==> src/rtl/pipe_ctrl.sv <==
// pipe_ctrl: load-use stalls, fetch redirects and drain-then-trap sequencing for an in-order pipeline
module pipe_ctrl #(
    parameter int XLEN      = 32,
    parameter int LD_STAGES = 2,
    parameter bit FWD_EN    = 1'b0
) (
    input  logic                   clk,
    input  logic                   reset_n,
    input  logic                   rs1_re,
    input  logic                   rs2_re,
    input  logic [4:0]             rs1_addr,
    input  logic [4:0]             rs2_addr,
    input  logic [LD_STAGES-1:0]   ld_valid,
    input  logic [5*LD_STAGES-1:0] ld_rd,
    input  logic                   jump,
    input  logic                   branch_taken,
    input  logic [XLEN-1:0]        jump_target,
    input  logic [XLEN-1:0]        branch_target,
    input  logic                   exc_valid,
    input  logic [3:0]             exc_cause,
    input  logic [XLEN-1:0]        exc_pc,
    input  logic                   irq_pending,
    input  logic [XLEN-1:0]        irq_pc,
    input  logic                   mret,
    input  logic [XLEN-1:0]        mepc,
    input  logic [XLEN-1:0]        mtvec,
    input  logic                   ex_ready,
    input  logic                   mem_ready,
    input  logic                   wb_ready,
    output logic                   set_pc_valid,
    output logic [XLEN-1:0]        set_pc,
    output logic                   stall_if,
    output logic                   stall_id,
    output logic                   stall_ex,
    output logic                   stall_mem,
    output logic                   flush_if,
    output logic                   flush_id,
    output logic                   flush_ex,
    output logic                   trap_take,
    output logic [4:0]             trap_cause,
    output logic [XLEN-1:0]        trap_epc,
    output logic [31:0]            stall_cnt
);
    localparam logic [1:0] RUN = 2'd0, DRAIN = 2'd1, TRAP = 2'd2;
    logic [1:0] state, state_nxt;
    logic load_stall, run, drain, trap, accept, norm, redirect, hold, pipe_stall;
    always_comb begin
        load_stall = 1'b0;
        for (int i = 0; i < LD_STAGES; i++)
            if (!FWD_EN || i == 0)
                load_stall = load_stall | (ld_valid[i] &
                    ((rs1_re & (rs1_addr != 5'd0) & (rs1_addr == ld_rd[5*i +: 5])) |
                     (rs2_re & (rs2_addr != 5'd0) & (rs2_addr == ld_rd[5*i +: 5]))));
    end
    // While reset is held the block behaves as RUN with traps suppressed
    assign run        = !reset_n || state == RUN;
    assign drain      = reset_n && state == DRAIN;
    assign trap       = reset_n && state == TRAP;
    assign accept     = run && reset_n && (exc_valid || irq_pending);
    assign norm       = run && !accept;
    assign redirect   = norm && (jump || branch_taken || mret);
    assign hold       = accept || drain;
    assign pipe_stall = !wb_ready || !mem_ready || !ex_ready || load_stall;
    assign set_pc_valid = redirect || trap;
    assign set_pc     = trap ? mtvec : !redirect ? '0 : mret ? mepc : jump ? jump_target : branch_target;
    assign flush_if   = hold || set_pc_valid;
    assign flush_id   = hold || set_pc_valid || (norm && load_stall && mem_ready);
    assign flush_ex   = hold;
    assign stall_if   = hold || (norm && pipe_stall);
    assign stall_id   = norm && pipe_stall;
    assign stall_ex   = norm && (!wb_ready || !mem_ready);
    assign stall_mem  = norm && !wb_ready;
    assign trap_take  = trap;
    assign state_nxt  = accept ? DRAIN : drain ? ((mem_ready && wb_ready) ? TRAP : DRAIN) : RUN;
    always_ff @(posedge clk) begin
        if (!reset_n) begin
            state      <= RUN;
            trap_epc   <= '0;
            trap_cause <= '0;
            stall_cnt  <= '0;
        end else begin
            state     <= state_nxt;
            stall_cnt <= stall_cnt + 32'(stall_if);
            if (accept) begin
                trap_epc   <= exc_valid ? exc_pc : irq_pc;
                trap_cause <= exc_valid ? {1'b0, exc_cause} : {1'b1, 4'd11};
            end
        end
    end
endmodule
==> config.mk <==
export PLATFORM = sky130hd
export DESIGN_NAME = pipe_ctrl
export DESIGN_NICKNAME = d
export VERILOG_FILES = /design/src/rtl/pipe_ctrl.sv
export SDC_FILE = /design/constraint.sdc
export NUM_CORES = 1
export LEC_CHECK = 0
export CORE_AREA = 2 2 131 133
export CTS_CLUSTER_DIAMETER = 80
export DETAILED_ROUTE_END_ITERATION = 8
export DIE_AREA = 0 0 133 135
export PLACE_DENSITY = 0.67
export SYNTH_ARGS = -nofsm -noshare
export SYNTH_HDL_FRONTEND = slang
export SYNTH_SLANG_ARGS = --single-unit
==> constraint.sdc <==
create_clock -name clk -period 4.2 [get_ports clk]
set_clock_uncertainty 0.2 [all_clocks]
set_input_delay 1.05 -clock clk [delete_from_list [all_inputs] [get_ports clk]]
set_output_delay 1.05 -clock clk [all_outputs]
set_load 0.02 [all_outputs]
==> flow_summary.json <==
{
  "outcome": "complete, no violations",
  "crit_type": "input pin to primary output",
  "wl_per_cell_um": 16.5,
  "antenna_found_initial": 0,
  "row_count": 47,
  "dieArea_um2": 18000,
  "die_w_um": 133,
  "path_cells": "dlygate4sd2_1 -> or4_1 -> o21a_1 -> a221oi_4 -> o21ai_2 -> buf_4 -> buf_2",
  "routed_wl_um": 18600,
  "placed_area_um2": 8280,
  "slew_headroom_pct": 57.5,
  "die_h_um": 135,
  "ant_nets": 0,
  "layout.nets": 1133,
  "cts_tree": "built",
  "postSynthNetCount": 794,
  "rsz0062_at_grt": "no",
  "cp.required_ns": 2.95,
  "syn_avg_cell_area_um2": 8.03,
  "cts_buffer_depth": 2,
  "fin_crit_ns": 4.10,
  "regArea_um2": 1420,
  "drv_cap": 0,
  "nFillCells": 1552,
  "clock-sinks": 71,
  "grt_max_degree": 69,
  "first_global_vias": 5066,
  "critical-path-max-stage-delay_ns": 0.54,
  "synth-edff-count": 0,
  "power.total_uw": 2330,
  "tightest_slew_ns": 0.638,
  "antenna_cells": 0,
  "path_buf_inv": 3,
  "fin_crit_sh_pct": 97.7,
  "multi_input_area_um2": 2990,
  "dr.pass1.iters": 5,
  "ys_async_sr_fraction_pct": 0,
  "avgViaCountPerCell": 4.65,
  "final-setup-viol-count": 0,
  "start_util_pct": 27.5,
  "crit_fanout": 3,
  "synthesis.area_um2": 4520,
  "gp_congestion": 0.880,
  "cp_slowest_cell": "or4_1",
  "critical_path.top_delay_family": "compound AO/OA/AOI/OAI gates",
  "arrival_ns": 2.85,
  "synth_seq_cells": 71,
  "root_buffer": "clkbuf_16",
  "grt_overflow": 0,
  "hold_path.class": "register to register",
  "synthToLayoutAreaGrowth_pct": 90.9,
  "drc": 0,
  "max_freq_ghz": 0.244,
  "syn-instance-count": 562,
  "num_vias": 5231,
  "whs_ns": 0.294,
  "ys_seq_area_share_pct": 31.5,
  "port_buffers": 339,
  "io-pin-count": 340,
  "hold_violations": 0,
  "ys.flop_type": "dfxtp_1",
  "first_iter_violations": 169,
  "drive_gt1_share_pct": 10.0,
  "fin_area_um2": 8620,
  "grt_pass1_wl_um": 27700,
  "clock_latency_ns": 0.33,
  "htree_levels": 3,
  "critPathCaptureType": "primary output",
  "yosysWarnings": 0,
  "dp_hpwl_um": 14600,
  "coreArea_um2": 16400,
  "clk_pin_slew_worst_paths_ns": 0.05,
  "ir_drop_v": 0.000208,
  "p_per_area_nw_per_um2": 270,
  "p_leak_uw": 0.00390,
  "drv_slew": 0,
  "start_kind": "input pin",
  "grtUsageTotal_pct": 19.5,
  "ctsHoldBuffers": 0,
  "numCtsBuffers": 9,
  "synth.distinct_cells": 43
}
## per-stage QoR
step	util, %	setup slack (ns)	setup TNS [ns]	std cells
finish	52.5	0.0976	0	1126
global route	52.5	0.000792	0	1126
CTS	52.5	0.00192	0	1125
detailed placement	50.5	-0.430	-14.67	1109
global placement	50.5	-0.382	-10.50	1109
floorplan	-	0.122	0	562
## what timing repair did
action,in CTS,in global routing
setup buffers,0,1
pin swaps,1,9
endpoints found under the setup margin,39,40
resized for setup,49,86
cloned,0,0
## registers in the layout (all words and copies together), names as in the netlist
register	flops
stall_cnt	32
state	2
trap_cause	5
trap_epc	32
## area by class of cell
type	count	area share [%]
well taps	220	3.19
clock buffers	10	2.77
repair buffers	368	41.4
multi-input cells	444	34.6
inverters	7	0.305
clock inverters	6	1.25
flip-flops and latches	71	16.5
## power breakdown
part           leakage (uW)  internal (uW)  total [uW]  switching (uW)
combinational       0.00316            393         708             314
sequential         0.000580            711         732            21.1
clock              0.000168            594         886             292
## tightest hold or removal path, delay by kind of cell, from the launching register on
family	cells	cell delay (ns)
simple gates	1	0.07
flops	1	0.33
mux	1	0.05
## per-layer routing
metal  track usage, %  part of all wire, %  vias to the layer above
li1                 -                    -                     2660
met1             23.5                   42                     2353
met2             34.3                   49                      201
met3             5.03                  7.0                       17
met4             5.44                  1.7                        0
met5                0                    0                        -
## cells in the final DEF, fill, tap and decap left out, drive strengths merged, types with 2 or more instances in the layout
| cell | count |
|---|---|
| nand4 | 7 |
| and3b | 2 |
| or3 | 6 |
| ha | 2 |
| nor4 | 9 |
| a21oi | 34 |
| nor2 | 40 |
| xor2 | 14 |
| bufinv | 3 |
| clkdlybuf4s15 | 5 |
| dlygate4sd2 | 10 |
| clkinv | 2 |
| nand2 | 89 |
| nor3 | 6 |
| mux2i | 67 |
| or4 | 2 |
| inv | 7 |
| and2 | 23 |
| dfxtp | 71 |
| o221a | 3 |
| nor2b | 4 |
| buf | 37 |
| o22ai | 2 |
| clkbuf | 29 |
| dlymetal6s2s | 19 |
| o211a | 33 |
| o21a | 2 |
| nand3 | 12 |
| and3 | 2 |
| a21boi | 6 |
| o21ai | 38 |
| nand2b | 2 |
| clkdlybuf4s50 | 277 |
| xnor2 | 29 |
## cells by family (layout without fill, tap and decap cells)
logic type / count (synthesis) / count (layout) / synth area share, %
xor gates and xnor gates: 43 / 43 / 8.34
adders and majority gates: 2 / 2 / 0.554
DFF: 71 / 71 / 31.5
AOI/OAI and AO/OA: 124 / 124 / 18.8
buffers and inverters: 47 / 391 / 3.91
muxes: 67 / 67 / 14.9
and+or+nand+nor: 208 / 208 / 22.1
## path summary, 6_finish.rpt
kind                               startpoint            end  slack (ns)  cells after the start
worst max-delay path              rs1_addr[2]       stall_if         0.1                      7
worst min register to register  stall_cnt[31]  stall_cnt[31]        0.29                      2
worst max register to register       state[1]  stall_cnt[29]        1.10                     11
worst min-delay path            stall_cnt[31]  stall_cnt[31]        0.29                      2
## cells in the mapped netlist, drive strengths merged (8+ instances only)
master  count  area, um2
o211a      33        330
nand3      12       65.1
o21ai      38        190
nand2      89        334
and2       23        144
xor2       14        123
nor2       40        150
xnor2      29        254
clkbuf     32        120
buf         8       30.0
dfxtp      71       1420
a21oi      34        170
nor4        9       62.6
mux2i      67        671
No activity file was read; power rests on OpenSTA's default activity.
